<file path="config.mk">
export PLATFORM = sky130hd
export DESIGN_NAME = bus_arbiter_flat
export DESIGN_NICKNAME = d
export VERILOG_FILES = /design/src/rtl/bus_arbiter_if.sv /design/src/rtl/bus_arbiter.sv /design/src/flat_wrapper.sv
export SDC_FILE = /design/constraint.sdc
export NUM_CORES = 1
export LEC_CHECK = 0
export BUFFER_PORTS_ARGS = -buffer_cell sky130_fd_sc_hd__buf_2
export CORE_MARGIN = 2
export CORE_UTILIZATION = 38
export CTS_CLUSTER_SIZE = 30
export DETAILED_ROUTE_END_ITERATION = 12
export HOLD_SLACK_MARGIN = 0.03
export PLACE_DENSITY = 0.77
export SYNTH_ARGS = -nofsm -noshare
export SYNTH_HDL_FRONTEND = slang
export SYNTH_SLANG_ARGS = --single-unit
</file>
<file path="constraint.sdc">
create_clock -name clk -period 2 [get_ports clk]
set_input_delay 0.3 -clock clk [delete_from_list [all_inputs] [get_ports clk]]
set_output_delay 0.3 -clock clk [all_outputs]
set_load 0.02 [all_outputs]
</file>
<file path="src/rtl/bus_arbiter_if.sv">
// bus_arbiter_if: groups the fetch, data and memory-bus signals of bus_arbiter.
// Ports: i_* are driven towards the arbiter, o_* are driven by it.
// Modports: slave = arbiter view, master = requesters + memory slave view.
interface bus_arbiter_if #(
  parameter int ADDR_W = 32,
  parameter int DATA_W = 32
);
  // Fetch side
  logic                  i_if_req;
  logic [ADDR_W-1:0]     i_if_addr;
  logic                  o_if_ack;
  logic [DATA_W-1:0]     o_if_rdata;
  // Data side
  logic                  i_mem_req;
  logic                  i_mem_we;
  logic [DATA_W/8-1:0]   i_mem_sel;
  logic [ADDR_W-1:0]     i_mem_addr;
  logic [DATA_W-1:0]     i_mem_wdata;
  logic                  o_mem_ack;
  logic [DATA_W-1:0]     o_mem_rdata;
  // Shared memory bus
  logic                  o_bus_req;
  logic                  o_bus_we;
  logic [DATA_W/8-1:0]   o_bus_sel;
  logic [ADDR_W-1:0]     o_bus_addr;
  logic [DATA_W-1:0]     o_bus_wdata;
  logic                  i_bus_ack;
  logic [DATA_W-1:0]     i_bus_rdata;
  // Status
  logic                  o_stall_if;
  logic                  o_stall_mem;
  logic                  o_err;

  modport slave (
    input  i_if_req, i_if_addr,
    input  i_mem_req, i_mem_we, i_mem_sel, i_mem_addr, i_mem_wdata,
    input  i_bus_ack, i_bus_rdata,
    output o_if_ack, o_if_rdata, o_mem_ack, o_mem_rdata,
    output o_bus_req, o_bus_we, o_bus_sel, o_bus_addr, o_bus_wdata,
    output o_stall_if, o_stall_mem, o_err
  );

  modport master (
    output i_if_req, i_if_addr,
    output i_mem_req, i_mem_we, i_mem_sel, i_mem_addr, i_mem_wdata,
    output i_bus_ack, i_bus_rdata,
    input  o_if_ack, o_if_rdata, o_mem_ack, o_mem_rdata,
    input  o_bus_req, o_bus_we, o_bus_sel, o_bus_addr, o_bus_wdata,
    input  o_stall_if, o_stall_mem, o_err
  );
endinterface

</file>
<file path="src/rtl/bus_arbiter.sv">
// bus_arbiter: shares one single-ported memory bus between fetch (IF) and data (MEM) requesters.
// Ports: clk, rst (async active-low), bus (bus_arbiter_if.slave). Latency: req -> o_bus_req 1 cycle, acks combinational.
// Backpressure: a requester stalls until its ack; a silent slave is aborted after TIMEOUT_CYC cycles.
module bus_arbiter #(
  parameter int ADDR_W      = 32,
  parameter int DATA_W      = 32,
  parameter int STARVE_MAX  = 4,
  parameter int TIMEOUT_CYC = 255
) (
  input  logic         clk,
  input  logic         rst,
  bus_arbiter_if.slave bus
);
  localparam int SEL_W = DATA_W / 8;
  localparam int SC_W  = $clog2(STARVE_MAX + 1);
  localparam int TC_W  = $clog2(TIMEOUT_CYC + 1);

  typedef enum logic [1:0] {IDLE = 2'd0, GNT_IF = 2'd1, GNT_MEM = 2'd2} state_t;

  state_t              state_q, state_d;
  logic                bus_req_q, bus_req_d;
  logic                bus_we_q, bus_we_d;
  logic [SEL_W-1:0]    bus_sel_q, bus_sel_d;
  logic [ADDR_W-1:0]   bus_addr_q, bus_addr_d;
  logic [DATA_W-1:0]   bus_wdata_q, bus_wdata_d;
  logic [SC_W-1:0]     starve_cnt_q, starve_cnt_d;
  logic [TC_W-1:0]     tmo_cnt_q, tmo_cnt_d;
  logic                err_q, err_d;

  logic gnt_if, gnt_mem, in_gnt, tmo_hit, done, starved, pick_if, pick_mem;

  always_comb begin
    gnt_if   = (state_q == GNT_IF);
    gnt_mem  = (state_q == GNT_MEM);
    in_gnt   = gnt_if | gnt_mem;
    // An ack arriving in the timeout cycle wins: it is a normal completion.
    tmo_hit  = in_gnt & ~bus.i_bus_ack & (tmo_cnt_q == TC_W'(TIMEOUT_CYC));
    done     = in_gnt & (bus.i_bus_ack | tmo_hit);
    starved  = (starve_cnt_q == SC_W'(STARVE_MAX)) & bus.i_if_req;

    // In an ack cycle only the other requester may take the bus back-to-back.
    pick_if  = 1'b0;
    pick_mem = 1'b0;
    case (state_q)
      IDLE: begin
        if (bus.i_mem_req && !starved) pick_mem = 1'b1;
        else if (bus.i_if_req)         pick_if  = 1'b1;
      end
      GNT_IF:  pick_mem = done & bus.i_mem_req;
      GNT_MEM: pick_if  = done & bus.i_if_req;
      default: ;
    endcase

    state_d      = state_q;
    bus_req_d    = bus_req_q;
    bus_we_d     = bus_we_q;
    bus_sel_d    = bus_sel_q;
    bus_addr_d   = bus_addr_q;
    bus_wdata_d  = bus_wdata_q;
    starve_cnt_d = starve_cnt_q;
    tmo_cnt_d    = tmo_cnt_q;
    err_d        = err_q | tmo_hit;

    if (in_gnt && !done) tmo_cnt_d = tmo_cnt_q + TC_W'(1);

    if (done) begin
      state_d     = IDLE;
      bus_req_d   = 1'b0;
      bus_we_d    = 1'b0;
      bus_sel_d   = '0;
      bus_addr_d  = '0;
      bus_wdata_d = '0;
      tmo_cnt_d   = '0;
    end

    if (state_q == IDLE && !bus.i_if_req) starve_cnt_d = '0;

    if (pick_mem) begin
      state_d     = GNT_MEM;
      bus_req_d   = 1'b1;
      bus_we_d    = bus.i_mem_we;
      bus_sel_d   = bus.i_mem_sel;
      bus_addr_d  = bus.i_mem_addr;
      bus_wdata_d = bus.i_mem_wdata;
      tmo_cnt_d   = '0;
      if (bus.i_if_req && starve_cnt_q != SC_W'(STARVE_MAX))
        starve_cnt_d = starve_cnt_q + SC_W'(1);
    end else if (pick_if) begin
      state_d      = GNT_IF;
      bus_req_d    = 1'b1;
      bus_we_d     = 1'b0;
      bus_sel_d    = '1;
      bus_addr_d   = bus.i_if_addr;
      bus_wdata_d  = '0;
      tmo_cnt_d    = '0;
      starve_cnt_d = '0;
    end
  end

  always_ff @(posedge clk or negedge rst) begin
    if (!rst) begin
      state_q      <= IDLE;
      bus_req_q    <= 1'b0;
      bus_we_q     <= 1'b0;
      bus_sel_q    <= '0;
      bus_addr_q   <= '0;
      bus_wdata_q  <= '0;
      starve_cnt_q <= '0;
      tmo_cnt_q    <= '0;
      err_q        <= 1'b0;
    end else begin
      state_q      <= state_d;
      bus_req_q    <= bus_req_d;
      bus_we_q     <= bus_we_d;
      bus_sel_q    <= bus_sel_d;
      bus_addr_q   <= bus_addr_d;
      bus_wdata_q  <= bus_wdata_d;
      starve_cnt_q <= starve_cnt_d;
      tmo_cnt_q    <= tmo_cnt_d;
      err_q        <= err_d;
    end
  end

  logic if_ack, mem_ack;
  assign if_ack  = gnt_if  & (bus.i_bus_ack | tmo_hit);
  assign mem_ack = gnt_mem & (bus.i_bus_ack | tmo_hit);

  assign bus.o_if_ack    = if_ack;
  assign bus.o_mem_ack   = mem_ack;
  // Aborted cycles return zero data: rdata only passes on a real slave ack.
  assign bus.o_if_rdata  = (gnt_if  & bus.i_bus_ack) ? bus.i_bus_rdata : '0;
  assign bus.o_mem_rdata = (gnt_mem & bus.i_bus_ack) ? bus.i_bus_rdata : '0;
  assign bus.o_bus_req   = bus_req_q;
  assign bus.o_bus_we    = bus_we_q;
  assign bus.o_bus_sel   = bus_sel_q;
  assign bus.o_bus_addr  = bus_addr_q;
  assign bus.o_bus_wdata = bus_wdata_q;
  assign bus.o_stall_if  = bus.i_if_req  & ~if_ack;
  assign bus.o_stall_mem = bus.i_mem_req & ~mem_ack;
  // The flag shows in the abort cycle itself and stays set afterwards.
  assign bus.o_err       = err_q | tmo_hit;
endmodule

</file>
<file path="src/flat_wrapper.sv">
// flat-port wrapper written by rule: the top's interface ports become plain ports
module bus_arbiter_flat 
#(
  parameter int ADDR_W      = 32,
  parameter int DATA_W      = 32,
  parameter int STARVE_MAX  = 4,
  parameter int TIMEOUT_CYC = 255
)
  (clk, rst, bus_i_if_req, bus_i_if_addr, bus_i_mem_req, bus_i_mem_we, bus_i_mem_sel, bus_i_mem_addr, bus_i_mem_wdata, bus_i_bus_ack, bus_i_bus_rdata, bus_o_if_ack, bus_o_if_rdata, bus_o_mem_ack, bus_o_mem_rdata, bus_o_bus_req, bus_o_bus_we, bus_o_bus_sel, bus_o_bus_addr, bus_o_bus_wdata, bus_o_stall_if, bus_o_stall_mem, bus_o_err);
  bus_arbiter_if #(.ADDR_W(ADDR_W), .DATA_W(DATA_W)) bus_i ();
  input  logic clk;
  input  logic rst;
  input wire logic [$bits(bus_i.i_if_req)-1:0] bus_i_if_req;
  input wire logic [$bits(bus_i.i_if_addr)-1:0] bus_i_if_addr;
  input wire logic [$bits(bus_i.i_mem_req)-1:0] bus_i_mem_req;
  input wire logic [$bits(bus_i.i_mem_we)-1:0] bus_i_mem_we;
  input wire logic [$bits(bus_i.i_mem_sel)-1:0] bus_i_mem_sel;
  input wire logic [$bits(bus_i.i_mem_addr)-1:0] bus_i_mem_addr;
  input wire logic [$bits(bus_i.i_mem_wdata)-1:0] bus_i_mem_wdata;
  input wire logic [$bits(bus_i.i_bus_ack)-1:0] bus_i_bus_ack;
  input wire logic [$bits(bus_i.i_bus_rdata)-1:0] bus_i_bus_rdata;
  output wire logic [$bits(bus_i.o_if_ack)-1:0] bus_o_if_ack;
  output wire logic [$bits(bus_i.o_if_rdata)-1:0] bus_o_if_rdata;
  output wire logic [$bits(bus_i.o_mem_ack)-1:0] bus_o_mem_ack;
  output wire logic [$bits(bus_i.o_mem_rdata)-1:0] bus_o_mem_rdata;
  output wire logic [$bits(bus_i.o_bus_req)-1:0] bus_o_bus_req;
  output wire logic [$bits(bus_i.o_bus_we)-1:0] bus_o_bus_we;
  output wire logic [$bits(bus_i.o_bus_sel)-1:0] bus_o_bus_sel;
  output wire logic [$bits(bus_i.o_bus_addr)-1:0] bus_o_bus_addr;
  output wire logic [$bits(bus_i.o_bus_wdata)-1:0] bus_o_bus_wdata;
  output wire logic [$bits(bus_i.o_stall_if)-1:0] bus_o_stall_if;
  output wire logic [$bits(bus_i.o_stall_mem)-1:0] bus_o_stall_mem;
  output wire logic [$bits(bus_i.o_err)-1:0] bus_o_err;
  assign bus_i.i_if_req = bus_i_if_req;
  assign bus_i.i_if_addr = bus_i_if_addr;
  assign bus_i.i_mem_req = bus_i_mem_req;
  assign bus_i.i_mem_we = bus_i_mem_we;
  assign bus_i.i_mem_sel = bus_i_mem_sel;
  assign bus_i.i_mem_addr = bus_i_mem_addr;
  assign bus_i.i_mem_wdata = bus_i_mem_wdata;
  assign bus_i.i_bus_ack = bus_i_bus_ack;
  assign bus_i.i_bus_rdata = bus_i_bus_rdata;
  assign bus_o_if_ack = bus_i.o_if_ack;
  assign bus_o_if_rdata = bus_i.o_if_rdata;
  assign bus_o_mem_ack = bus_i.o_mem_ack;
  assign bus_o_mem_rdata = bus_i.o_mem_rdata;
  assign bus_o_bus_req = bus_i.o_bus_req;
  assign bus_o_bus_we = bus_i.o_bus_we;
  assign bus_o_bus_sel = bus_i.o_bus_sel;
  assign bus_o_bus_addr = bus_i.o_bus_addr;
  assign bus_o_bus_wdata = bus_i.o_bus_wdata;
  assign bus_o_stall_if = bus_i.o_stall_if;
  assign bus_o_stall_mem = bus_i.o_stall_mem;
  assign bus_o_err = bus_i.o_err;
  bus_arbiter #(.ADDR_W(ADDR_W), .DATA_W(DATA_W), .STARVE_MAX(STARVE_MAX), .TIMEOUT_CYC(TIMEOUT_CYC)) u_core (.clk(clk), .rst(rst), .bus(bus_i));
endmodule
</file>
### Word level (Yosys, flattened, before mapping)

Cells that the tools add are included.

* register bits after elaboration: 84
* bits in latches: 0
* memory bits (writable): 0
* memory bits (read-only): 0
* input port bits: 138
* logic and storage cells: 75
* memories kept: 0

* $add $sub $neg: 2
* $mul: 0
* div/mod/pow operators: 0
* $lt $le $gt $ge: 0
* equal/unequal tests: 5
* shift operators: 0
* mux-type cells: 31
* bitwise logic cells: 18
* reduce and logical (&&, ||, !) cells: 10

Operator list (number)
* 32-bit two-way mux: 7
* 8-bit two-way mux: 4
* 1-bit AND: 12
* 3-bit two-way mux: 4
* 4-bit two-way mux: 3
* 8-bit by 1-bit adder with 8-bit output, second input constant: 1
* 8-bit equality test, second input constant: 1
* 1-bit two-way mux: 8
* 2-bit two-way mux: 3
* 1-bit logical AND: 4
* 1-bit one-hot mux with 2 select lines: 2
* 4-bit nonzero test: 1
* 3-bit by 1-bit adder with 3-bit output, second input constant: 1
* 3-bit equality test, second input constant: 1
* 1-bit logical NOT: 3
* 3-bit != test, second input constant: 1
* 1-bit inverter: 3
* 1-bit OR: 3
* 3-bit nonzero test: 1
* 2-bit by 1-bit equality test with 1-bit output, second input constant: 1
* 2-bit equality test, second input constant: 1
* 2-bit logical NOT: 1

### Logic depth before layout (Yosys ltp)

Gate-level depths: netlist (run 1).

* depth after elaboration: 12
* gate-level depth with buffers: 10
* gate-level depth less buffers: 7

### Worst setup path before layout (run 1)

No wires, ideal clock.

* path type: reg-to-reg
* start point: reg u_core.state_q[0]
* end point: reg u_core.starve_cnt_q[1]
* library setup time: 83 ps
* arrival time: 2062 ps
* required time: 1917 ps
* slack: -145 ps
* cell stages (with the launch flop): 9
* path buffers: 1
* clock period less this slack: 2145 ps
* path through: dfrtp_1 > inv_1 > ha_1 > nand3_1 > o41ai_4 > a31o_1 > buf_4 > mux2_2 > o21ai_0

* longest elaborated chain between the ends: 10

Ends and longest elaborated chain
* from (decl): line bus_arbiter.sv:20 `state_t state_q, state_d;`
* from (signal assigned): line bus_arbiter.sv:112 `state_q <= state_d;`
* 2-bit by 1-bit equality test with 1-bit output / 2-bit equality test (equally long branches): line bus_arbiter.sv:33, bus_arbiter.sv:44, bus_arbiter.sv:34
* 1-bit OR: line bus_arbiter.sv:35 `in_gnt = gnt_if | gnt_mem;`
* 1-bit AND (2 in series): line bus_arbiter.sv:37 `tmo_hit = in_gnt & ~bus.i_bus_ack & (tmo_cnt_q == TC_W'(TIMEOUT_CYC));`
* 1-bit OR: line bus_arbiter.sv:38 `done = in_gnt & (bus.i_bus_ack | tmo_hit);`
* 1-bit AND: line bus_arbiter.sv:38
* 1-bit AND: line bus_arbiter.sv:50 `GNT_MEM: pick_if = done & bus.i_if_req;`
* 1-bit one-hot mux with 2 select lines: line bus_arbiter.sv:44 `case (state_q)`
* 3-bit two-way mux: line bus_arbiter.sv:88 `end else if (pick_if) begin`
* 3-bit two-way mux (*): line bus_arbiter.sv:78 `if (pick_mem) begin`
* net u_core.starve_cnt_d[1]: line bus_arbiter.sv:26 `logic [SC_W-1:0] starve_cnt_q, starve_cnt_d;`
* to (signal assigned): line bus_arbiter.sv:118 `starve_cnt_q <= starve_cnt_d;`
* to (decl): line bus_arbiter.sv:26

The timed path passes the listed nets; every way through them passes the cells marked *.
A chain may end at the register's enable or synchronous reset.

### Final worst setup path (run 1)

* start point: reg u_core.state_q[1]
* end point: reg u_core.bus_wdata_q[13], in the netlist u_core.bus.o_bus_wdata[13]

* longest elaborated chain between the ends: 10

Ends and longest elaborated chain
* 2-bit by 1-bit equality test with 1-bit output / 2-bit equality test (equally long branches): line bus_arbiter.sv:33, bus_arbiter.sv:44, bus_arbiter.sv:34
* 1-bit OR: line bus_arbiter.sv:35
* 1-bit AND (2 in series): line bus_arbiter.sv:37
* 1-bit OR: line bus_arbiter.sv:38
* 1-bit AND: line bus_arbiter.sv:38
* 1-bit AND: line bus_arbiter.sv:50
* 1-bit one-hot mux with 2 select lines: line bus_arbiter.sv:44
* 32-bit two-way mux: line bus_arbiter.sv:88
* 32-bit two-way mux: line bus_arbiter.sv:78
* to (signal assigned): line bus_arbiter.sv:117 `bus_wdata_q <= bus_wdata_d;`
* to (decl): line bus_arbiter.sv:25 `logic [DATA_W-1:0] bus_wdata_q, bus_wdata_d;`

Parallel ways exist; a longest one is shown, timed or not.

==> results.sh, run 1 <==
export IMPL_status="complete, but fails checks"
export IMPL_violations="setup timing"
export IMPL_grt_remaining_overflow=0
export IMPL_synth_top_cells_by_area="dfrtp_1, and3_1, a22o_1"
export IMPL_viasPerCell=5.41
export IMPL_dieArea_mm2=0.0115
export IMPL_synth_warning_count=0
export IMPL_start_util_pct=39.2
export IMPL_initialDrtViolationCount=284
export IMPL_p_sw_share_pct=44.8
export IMPL_wire_per_inst_um=19.4
export IMPL_setup_viol_count_final=84
export IMPL_crit_chain="inv_2 -> ha_4 -> buf_4 -> nand2_1 -> o41ai_4 -> buf_4 -> a31o_4 -> buf_12 -> buf_4 -> buf_6 -> a22o_1"
export IMPL_synthCells=409
export IMPL_clk_latency_ps=370
export IMPL_critPathLaunch="u_core.state_q[1]$_DFFE_PN0P_"
export IMPL_tightest_slew_ps=625
export IMPL_cp_required_ps=2250
export IMPL_syn_to_final_growth_pct=75.8
export IMPL_ys_flop_type="dfrtp_1"
export IMPL_combPwrFrac_pct=62.1
export IMPL_placedCellCount=811
export IMPL_cts_made_buffers=9
export IMPL_layout_commonest_cell="buf_2"
export IMPL_ys_ff_latch=84
export IMPL_grt_util_all_layers_pct=24.8
export IMPL_seq_area_frac_synth_pct=51.7
export IMPL_pre_cts_slack_ps=-316
export IMPL_finalPower_w=0.0114
export IMPL_avgSynthCellArea_um2=9.95
export IMPL_dp_hpwl_um=10500
export IMPL_setup_ws_ps=-196
export IMPL_cts_tree="yes"
export IMPL_drt_pass1_iter_count=4
export IMPL_die_h_um=107
export IMPL_async_flop_share_pct=100
export IMPL_path_clk_slew_ps=90
export IMPL_dr_total_vias=4692
export IMPL_mostFrequentLayoutCells="buf_2, dfrtp_1, nor2_1"
export IMPL_worst_path_buf_inv=6
export IMPL_timing_final_crit_share_pct=110
export IMPL_synth_cell_types=38
export IMPL_crit_family="buffers and inverters"
export IMPL_hold_viol_final=0
export IMPL_critPathKind="flip-flop to flip-flop"
export IMPL_end_kind="flip-flop"
export IMPL_antenna_found_initial=0
export IMPL_finalSetupTns_ps=-9690
export IMPL_yosysTopAreaCell="dfrtp_1"
export IMPL_drive_gt1_share_pct=59.0
export IMPL_synth_edf_count=0
export IMPL_root_buffer="clkbuf_8"
export IMPL_rsz0062_at_grt="yes"
export IMPL_postRouteAntennaNets=0
export IMPL_synth_nets=553
export IMPL_skew_ps=20.3
export IMPL_hold_path_startpoint="bus_i_mem_sel[1]"
export IMPL_powerDensity_mw_per_mm2=1600
export IMPL_grt_max_degree=67
export IMPL_slew_viol_final=0
export IMPL_top_level_ports=277
export IMPL_crit_fanout=8
export IMPL_fmax_ghz=0.455
export IMPL_insertedDiodeCount=0
export IMPL_crit_path_top_delay_cell="dfrtp_1"
export IMPL_worstPathArrival_ps=2450
export IMPL_synth_top_area_share_pct=51.7
export IMPL_die_width_um=107
export IMPL_holdWs_ps=139
export IMPL_routabilityCongestion=0.875
export IMPL_seqPwrFrac_pct=26.7
export IMPL_post_layout_nonfiller_instances=868
export IMPL_min_period_ps=2200
export IMPL_synth_cell_area_mm2=0.00407
export IMPL_nets=871
export IMPL_crit_top_cell="buf_4"
export IMPL_htreeDepth=3
export IMPL_routed_wl_um=16800
export IMPL_clock_sinks=84
export IMPL_port_buffers=276
export IMPL_vdd_drop_max_mv=1.01
export IMPL_hold_class="input port to flip-flop"
export IMPL_cts_buffer_depth=2
export IMPL_startpoint_type="flip-flop"
export IMPL_fp_row_count=37
export IMPL_p_switching_w=0.00512
export IMPL_internal_power_w=0.00630
export IMPL_worstReg2RegStart="u_core.state_q[1]$_DFFE_PN0P_"
export IMPL_core_mm2=0.0104
export IMPL_max_slew_margin_pct=58.2
export IMPL_p_clk_share_pct=11.2
export IMPL_maxCapViolCount=0
export IMPL_grt_pass1_vias=4364
export IMPL_max_stage_delay_ps=400
export IMPL_p_leak_nw=3.88
export IMPL_grt_first_pass_wirelength_um=22100
export IMPL_drc_errors=0
routing by layer:
layer / wire (um) / GRT usage, % / vias to the layer above
met3: 1290 / 5.93 / 29
met1: 6200 / 28.7 / 2290
li1: - / - / 2137
met2: 8850 / 44.1 / 236
met5: 0 / 0 / -
met4: 482 / 9.80 / 0
power by group through the flow:
| stage | sequential (W) | clock (W) | combinational, W |
|---|---|---|---|
| global route | 0.00313 | 0.00139 | 0.00754 |
| CTS | 0.00297 | 0.00130 | 0.00577 |
| floorplan | 0.00380 | 0 | 0.00234 |
| finish | 0.00305 | 0.00128 | 0.00709 |
| detailed placement | 0.00293 | 0 | 0.00524 |
| global placement | 0.00294 | 0 | 0.00508 |
synth_stat cells, types with 4 or more instances:
cell,count
a221oi_1,32
dfrtp_1,84
a21oi_1,9
o21ai_0,7
nand2_1,21
nand3_1,4
nor2_1,73
ha_1,6
buf_2,7
a22o_1,33
and3_1,65
buf_4,4
clkbuf_1,23
inv_1,6
final timing paths:
kind	slack, ps	depth (start not counted)	end
max	-200	11	u_core.bus.o_bus_wdata[13]$_DFFE_PN0P_
min	140	3	u_core.bus.o_bus_sel[1]$_DFFE_PN0P_
max reg2reg	-200	11	u_core.bus.o_bus_wdata[13]$_DFFE_PN0P_
min reg2reg	490	1	u_core.err_q$_DFF_PN0_
max in group asynchronous	940	3	u_core.bus.o_bus_addr[27]$_DFFE_PN0P_
min in group asynchronous	410	2	u_core.bus.o_bus_wdata[12]$_DFFE_PN0P_
per-stage QoR:
stage / utilization [%] / instance area [um2]
finish: 69.0 / 7150
global route: 69.0 / 7150
CTS: 60.6 / 6280
detailed placement: 55.8 / 5790
global placement: 55.8 / 5790
floorplan: - / 4100
registers in the layout, indices dropped and copies added (netlist names):
register,cells
u_core.bus.o_bus_wdata,32
u_core.bus.o_bus_sel,4
u_core.bus.o_bus_addr,32
u_core.bus.o_bus_req,1
u_core.state_q,2
u_core.tmo_cnt_q,8
u_core.bus.o_bus_we,1
u_core.starve_cnt_q,3
u_core.err_q,1
worst reg2reg max path, delay by kind of cell, from the launching register on:
family	cells	cell delay, ps
buf+inv	6	790
compound gates	3	590
simple gates	1	100
flops	1	400
fa+ha+maj	1	210
final cells by class:
cell class / instances / area, um2
Multi-Input combinational cell: 286 / 2280
Clock inverter: 7 / 82.6
Inverter: 6 / 25.0
Sequential cell: 84 / 2100
Fill cell: 766 / 3220
Tap cell: 136 / 170
Clock buffer: 9 / 124
Timing Repair Buffer: 340 / 2370
cell families after synthesis:
kind of cell	synth area share (%)
adder cells (fa/ha/maj)	1.85
AND/OR/NAND/NOR	21.1
flip-flops	51.7
multiplexers	0.523
XOR/XNOR	1.29
buffers and inverters	4.92
AO/OA/AOI/OAI	18.6
repair_timing:
action                                  in CTS  in global routing
hold endpoints to repair                    36                  0
resized for setup                           39                104
pin swaps                                    6                 13
gates cloned                                 4                 13
endpoints found under the setup margin     130                 83
hold buffers                                 1                  0
setup buffers                                5                 20
Power figures use the tool's default switching activity.
==> run 2: changes to the inputs <==
- CORE_ASPECT_RATIO: unset -> 1.5
- CORE_MARGIN: 2 -> 3
==> results.sh, run 2 (synthesis results as in run 1) <==
export IMPL_dr_total_vias=4754
export IMPL_crit_fanout=3
export IMPL_skew_ps=7.17
export IMPL_critPathKind="flip-flop to output port"
export IMPL_routabilityCongestion=0.859
export IMPL_tightest_slew_ps=485
export IMPL_fmax_ghz=0.465
export IMPL_dp_hpwl_um=11400
export IMPL_startpoint_type="flip-flop"
export IMPL_rsz0062_at_grt="yes"
export IMPL_grt_util_all_layers_pct=27.6
export IMPL_clk_latency_ps=340
export IMPL_p_leak_nw=3.91
export IMPL_routed_wl_um=17600
export IMPL_antenna_found_initial=1
export IMPL_dieArea_mm2=0.0120
export IMPL_top_level_ports=277
export IMPL_vdd_drop_max_mv=0.909
export IMPL_path_clk_slew_ps=60
export IMPL_design_area_mm2=0.00720
export IMPL_die_h_um=133
export IMPL_grt_max_degree=67
export IMPL_timing_final_crit_share_pct=107
export IMPL_cts_buffer_depth=2
export IMPL_drc_errors=0
export IMPL_start_util_pct=39.5
export IMPL_cts_made_buffers=9
export IMPL_port_buffers=276
export IMPL_powerDensity_mw_per_mm2=1670
export IMPL_status="complete, but fails checks"
export IMPL_max_slew_margin_pct=67.6
export IMPL_hold_class="input port to flip-flop"
export IMPL_holdWs_ps=176
export IMPL_postRouteAntennaNets=0
export IMPL_r2r_cells=11
export IMPL_core_mm2=0.0103
export IMPL_fp_row_count=45
export IMPL_min_period_ps=2150
export IMPL_layout_commonest_cell="buf_2"
export IMPL_grt_pass1_vias=4899
export IMPL_cts_tree="yes"
export IMPL_clock_sinks=84
export IMPL_setup_viol_count_final=120
export IMPL_min_path_cells=3
export IMPL_finalPower_w=0.0121
export IMPL_setup_ws_ps=-150
export IMPL_end_kind="output port"
export IMPL_wire_per_inst_um=20.3
export IMPL_mostFrequentLayoutCells="buf_2, dfrtp_1, and3_1"
export IMPL_nets=863
export IMPL_maxCapViolCount=0
export IMPL_drt_pass1_iter_count=4
export IMPL_worstPathArrival_ps=1850
export IMPL_htreeDepth=3
export IMPL_fillers=770
export IMPL_drive_gt1_share_pct=59.3
export IMPL_initialDrtViolationCount=252
export IMPL_slew_viol_final=0
export IMPL_cp_required_ps=1700
export IMPL_grt_first_pass_wirelength_um=26000
export IMPL_post_dp_cell_area_mm2=0.00580
export IMPL_syn_to_final_growth_pct=77.0
export IMPL_viasPerCell=5.49
export IMPL_violations="setup timing"
export IMPL_hold_viol_final=0
export IMPL_grt_remaining_overflow=0
export IMPL_die_width_um=90.5
export IMPL_root_buffer="clkbuf_16"
-- run 2: timing repair --
action / CTS / global route
pin swaps: 38 / 15
resized for setup: 82 / 56
setup buffers: 11 / 10
gates cloned: 10 / 4
hold buffers: 1 / 0
endpoints found under the hold margin: 29 / 0
setup endpoints to repair: 116 / 152
-- run 2: report_power, final --
part | internal [W] | switching [W]
Clock | 0.000857 | 0.000709
Combinational | 0.00346 | 0.00397
Sequential | 0.00249 | 0.000571
-- run 2: routing by layer --
metal / global-route usage, % / routed length [um] / vias to the layer above
met5: 0 / 0 / -
met4: 13.8 / 640 / 0
met3: 7.00 / 1510 / 41
met2: 50.2 / 9420 / 286
met1: 29.1 / 6010 / 2304
li1: - / - / 2123
-- run 2: final timing paths --
| kind | startpoint | endpoint | slack [ps] |
|---|---|---|---|
| max in group asynchronous | rst | u_core.bus.o_bus_addr[20]$_DFFE_PN0P_ | 900 |
| hold / removal | bus_i_mem_sel[3] | u_core.bus.o_bus_sel[3]$_DFFE_PN0P_ | 180 |
| setup reg to reg | u_core.state_q[0]$_DFFE_PN0P_ | u_core.bus.o_bus_addr[13]$_DFFE_PN0P_ | -150 |
| hold reg to reg | u_core.err_q$_DFF_PN0_ | u_core.err_q$_DFF_PN0_ | 480 |
| setup / recovery | u_core.state_q[1]$_DFFE_PN0P_ | bus_o_stall_if | -150 |
| min in group asynchronous | rst | u_core.bus.o_bus_sel[1]$_DFFE_PN0P_ | 450 |
-- run 2: through the flow --
stage,setup TNS (ps),util (%),cells,setup WS (ps)
2_1_floorplan,-662,-,409,-65.1
3_3_place_gp,0,56.3,814,2.99
3_5_place_dp,-1610,56.3,814,-72.7
4_1_cts,-10570,66.1,852,-151
5_1_grt,-20080,69.9,866,-235
6_report,-11390,69.9,866,-150
-- run 2: final cells by class --
class / instances / area (um2) / area share [%]
Antenna cell: 1 / 2.50 / 0.0348
Timing Repair Buffer: 336 / 2340 / 32.5
Inverter: 6 / 22.5 / 0.313
Tap cell: 141 / 176 / 2.45
Clock buffer: 10 / 229 / 3.18
Multi-Input combinational cell: 282 / 2280 / 31.6
Clock inverter: 6 / 47.5 / 0.660
Sequential cell: 84 / 2100 / 29.2
-- run 2: worst max-delay path, stage by stage (launching register included) --
cell and delay, ps:
dfrtp_1 360, inv_2 60, ha_4 290, inv_2 50, nor4b_2 220, buf_4 180, o21a_4 150, nor2b_1 50
buf_4 160
==> run 3: changes to the inputs <==
- CORE_MARGIN: 3 -> 8
==> results.sh, run 3 (synthesis results as in run 1) <==
export IMPL_status="complete, but fails checks"
export IMPL_violations="setup timing"
export IMPL_finalPower_w=0.0122
export IMPL_crit_fanout=6
export IMPL_fmax_ghz=0.462
export IMPL_dr_total_vias=4864
export IMPL_critPathKind="flip-flop to output port"
export IMPL_layout_commonest_cell="buf_2"
export IMPL_end_kind="output port"
export IMPL_min_period_ps=2170
export IMPL_nets=866
export IMPL_core_mm2=0.0105
export IMPL_clk_latency_ps=340
export IMPL_r2r_cells=10
export IMPL_top_level_ports=277
export IMPL_routed_wl_um=19700
export IMPL_fin_util_pct=70.8
export IMPL_slew_viol_final=0
export IMPL_p_switching_w=0.00539
export IMPL_mostFrequentLayoutCells="buf_2, dfrtp_1, nor2_1"
export IMPL_start_util_pct=38.6
export IMPL_wire_per_inst_um=22.7
export IMPL_viasPerCell=5.58
export IMPL_fillers=770
export IMPL_routabilityCongestion=0.889
export IMPL_clock_sinks=84
export IMPL_worstPathArrival_ps=1870
export IMPL_path_clk_slew_ps=70
export IMPL_setup_ws_ps=-166
export IMPL_internal_power_w=0.00683
export IMPL_grt_remaining_overflow=0
export IMPL_ff_latch_area_mm2=0.00210
export IMPL_p_sw_share_pct=44.1
export IMPL_reg2reg_slack_ps=-140
export IMPL_seqPwrFrac_pct=25.1
export IMPL_insertedDiodeCount=0
export IMPL_antenna_found_initial=0
export IMPL_htreeDepth=3
export IMPL_vdd_drop_max_mv=1.06
export IMPL_initialDrtViolationCount=262
export IMPL_dieArea_mm2=0.0143
export IMPL_p_leak_nw=3.93
export IMPL_skew_ps=12.1
export IMPL_powerDensity_mw_per_mm2=1640
export IMPL_syn_to_final_growth_pct=83.4
export IMPL_dp_hpwl_um=12700
export IMPL_startpoint_type="flip-flop"
export IMPL_finalSetupTns_ps=-7160
export IMPL_post_layout_nonfiller_instances=871
export IMPL_hold_viol_final=0
export IMPL_multiInputGateArea_mm2=0.00235
export IMPL_p_clk_share_pct=13.0
export IMPL_die_width_um=100
export IMPL_placedCellCount=818
export IMPL_min_path_cells=3
export IMPL_rsz0062_at_grt="yes"
export IMPL_tightest_slew_ps=479
export IMPL_setup_viol_count_final=98
export IMPL_cp_required_ps=1700
export IMPL_drt_pass1_iter_count=5
export IMPL_timing_final_crit_share_pct=108
export IMPL_port_buffers=276
export IMPL_grt_max_degree=66
export IMPL_root_buffer="clkbuf_16"
export IMPL_grt_pass1_vias=4956
export IMPL_maxCapViolCount=0
export IMPL_cts_made_buffers=9
export IMPL_drc_errors=0
export IMPL_combPwrFrac_pct=61.8
export IMPL_drive_gt1_share_pct=61.2
export IMPL_max_slew_margin_pct=68.0
export IMPL_grt_util_all_layers_pct=24.2
export IMPL_fp_row_count=46
export IMPL_postRouteAntennaNets=0
export IMPL_grt_first_pass_wirelength_um=26900
export IMPL_hold_class="input port to flip-flop"
export IMPL_die_h_um=143
export IMPL_cts_tree="yes"
export IMPL_cts_buffer_depth=2
run 3: stage by stage:
step                      hold WS, ps  area [um2]  setup slack (ps)
after floorplan                  4.41        4100             -65.1
after global placement            255        5800             -37.8
after detailed placement          264        5800              -175
after CTS                         169        6750              -150
after global routing              178        7460              -236
final                             186        7460              -166
run 3: power by group through the flow:
stage	Sequential, W	Combinational [W]	Clock [W]
floorplan	0.00380	0.00234	0
global placement	0.00292	0.00515	0
detailed placement	0.00294	0.00535	0
CTS	0.00300	0.00652	0.00160
global route	0.00314	0.00797	0.00169
finish	0.00307	0.00756	0.00159
run 3: path summary, 6_finish.rpt:
check,from,end
min,bus_i_mem_addr[20],u_core.bus.o_bus_addr[20]$_DFFE_PN0P_
max reg2reg,u_core.state_q[0]$_DFFE_PN0P_,u_core.bus.o_bus_addr[0]$_DFFE_PN0P_
min reg2reg,u_core.err_q$_DFF_PN0_,u_core.err_q$_DFF_PN0_
min in group asynchronous,rst,u_core.bus.o_bus_wdata[27]$_DFFE_PN0P_
max,u_core.state_q[1]$_DFFE_PN0P_,bus_o_stall_mem
max in group asynchronous,rst,u_core.bus.o_bus_wdata[1]$_DFFE_PN0P_
run 3: final cells by class:
cell class | count | share of cell area [%]
Timing Repair Buffer | 339 | 33.8
Multi-Input combinational cell | 282 | 31.5
Sequential cell | 84 | 28.2
Clock buffer | 9 | 3.02
Tap cell | 144 | 2.42
Clock inverter | 7 | 0.755
Inverter | 6 | 0.302
run 3: what timing repair did:
item	CTS	global route
pin swaps	49	52
gates resized for setup	79	105
setup endpoints to repair	133	146
hold buffers	1	0
setup buffers	12	12
hold endpoints to repair	30	0
cloned	7	9
run 3: metal layers:
metal / track usage (%) / vias to the layer above / part of all wire, %
met1: 23.8 / 2368 / 35
met3: 6.92 / 52 / 7.7
met4: 11.4 / 0 / 3.8
li1: - / 2134 / -
met5: 0 / - / 0
met2: 45.1 / 310 / 53
run 3: worst max-delay path, stage by stage, from the launching register on:
cell and delay, ps:
dfrtp_1 390, buf_4 140, buf_4 120, buf_4 130, ha_4 210, buf_12 140, o21a_1 120, nor2b_1 120
buf_4 170
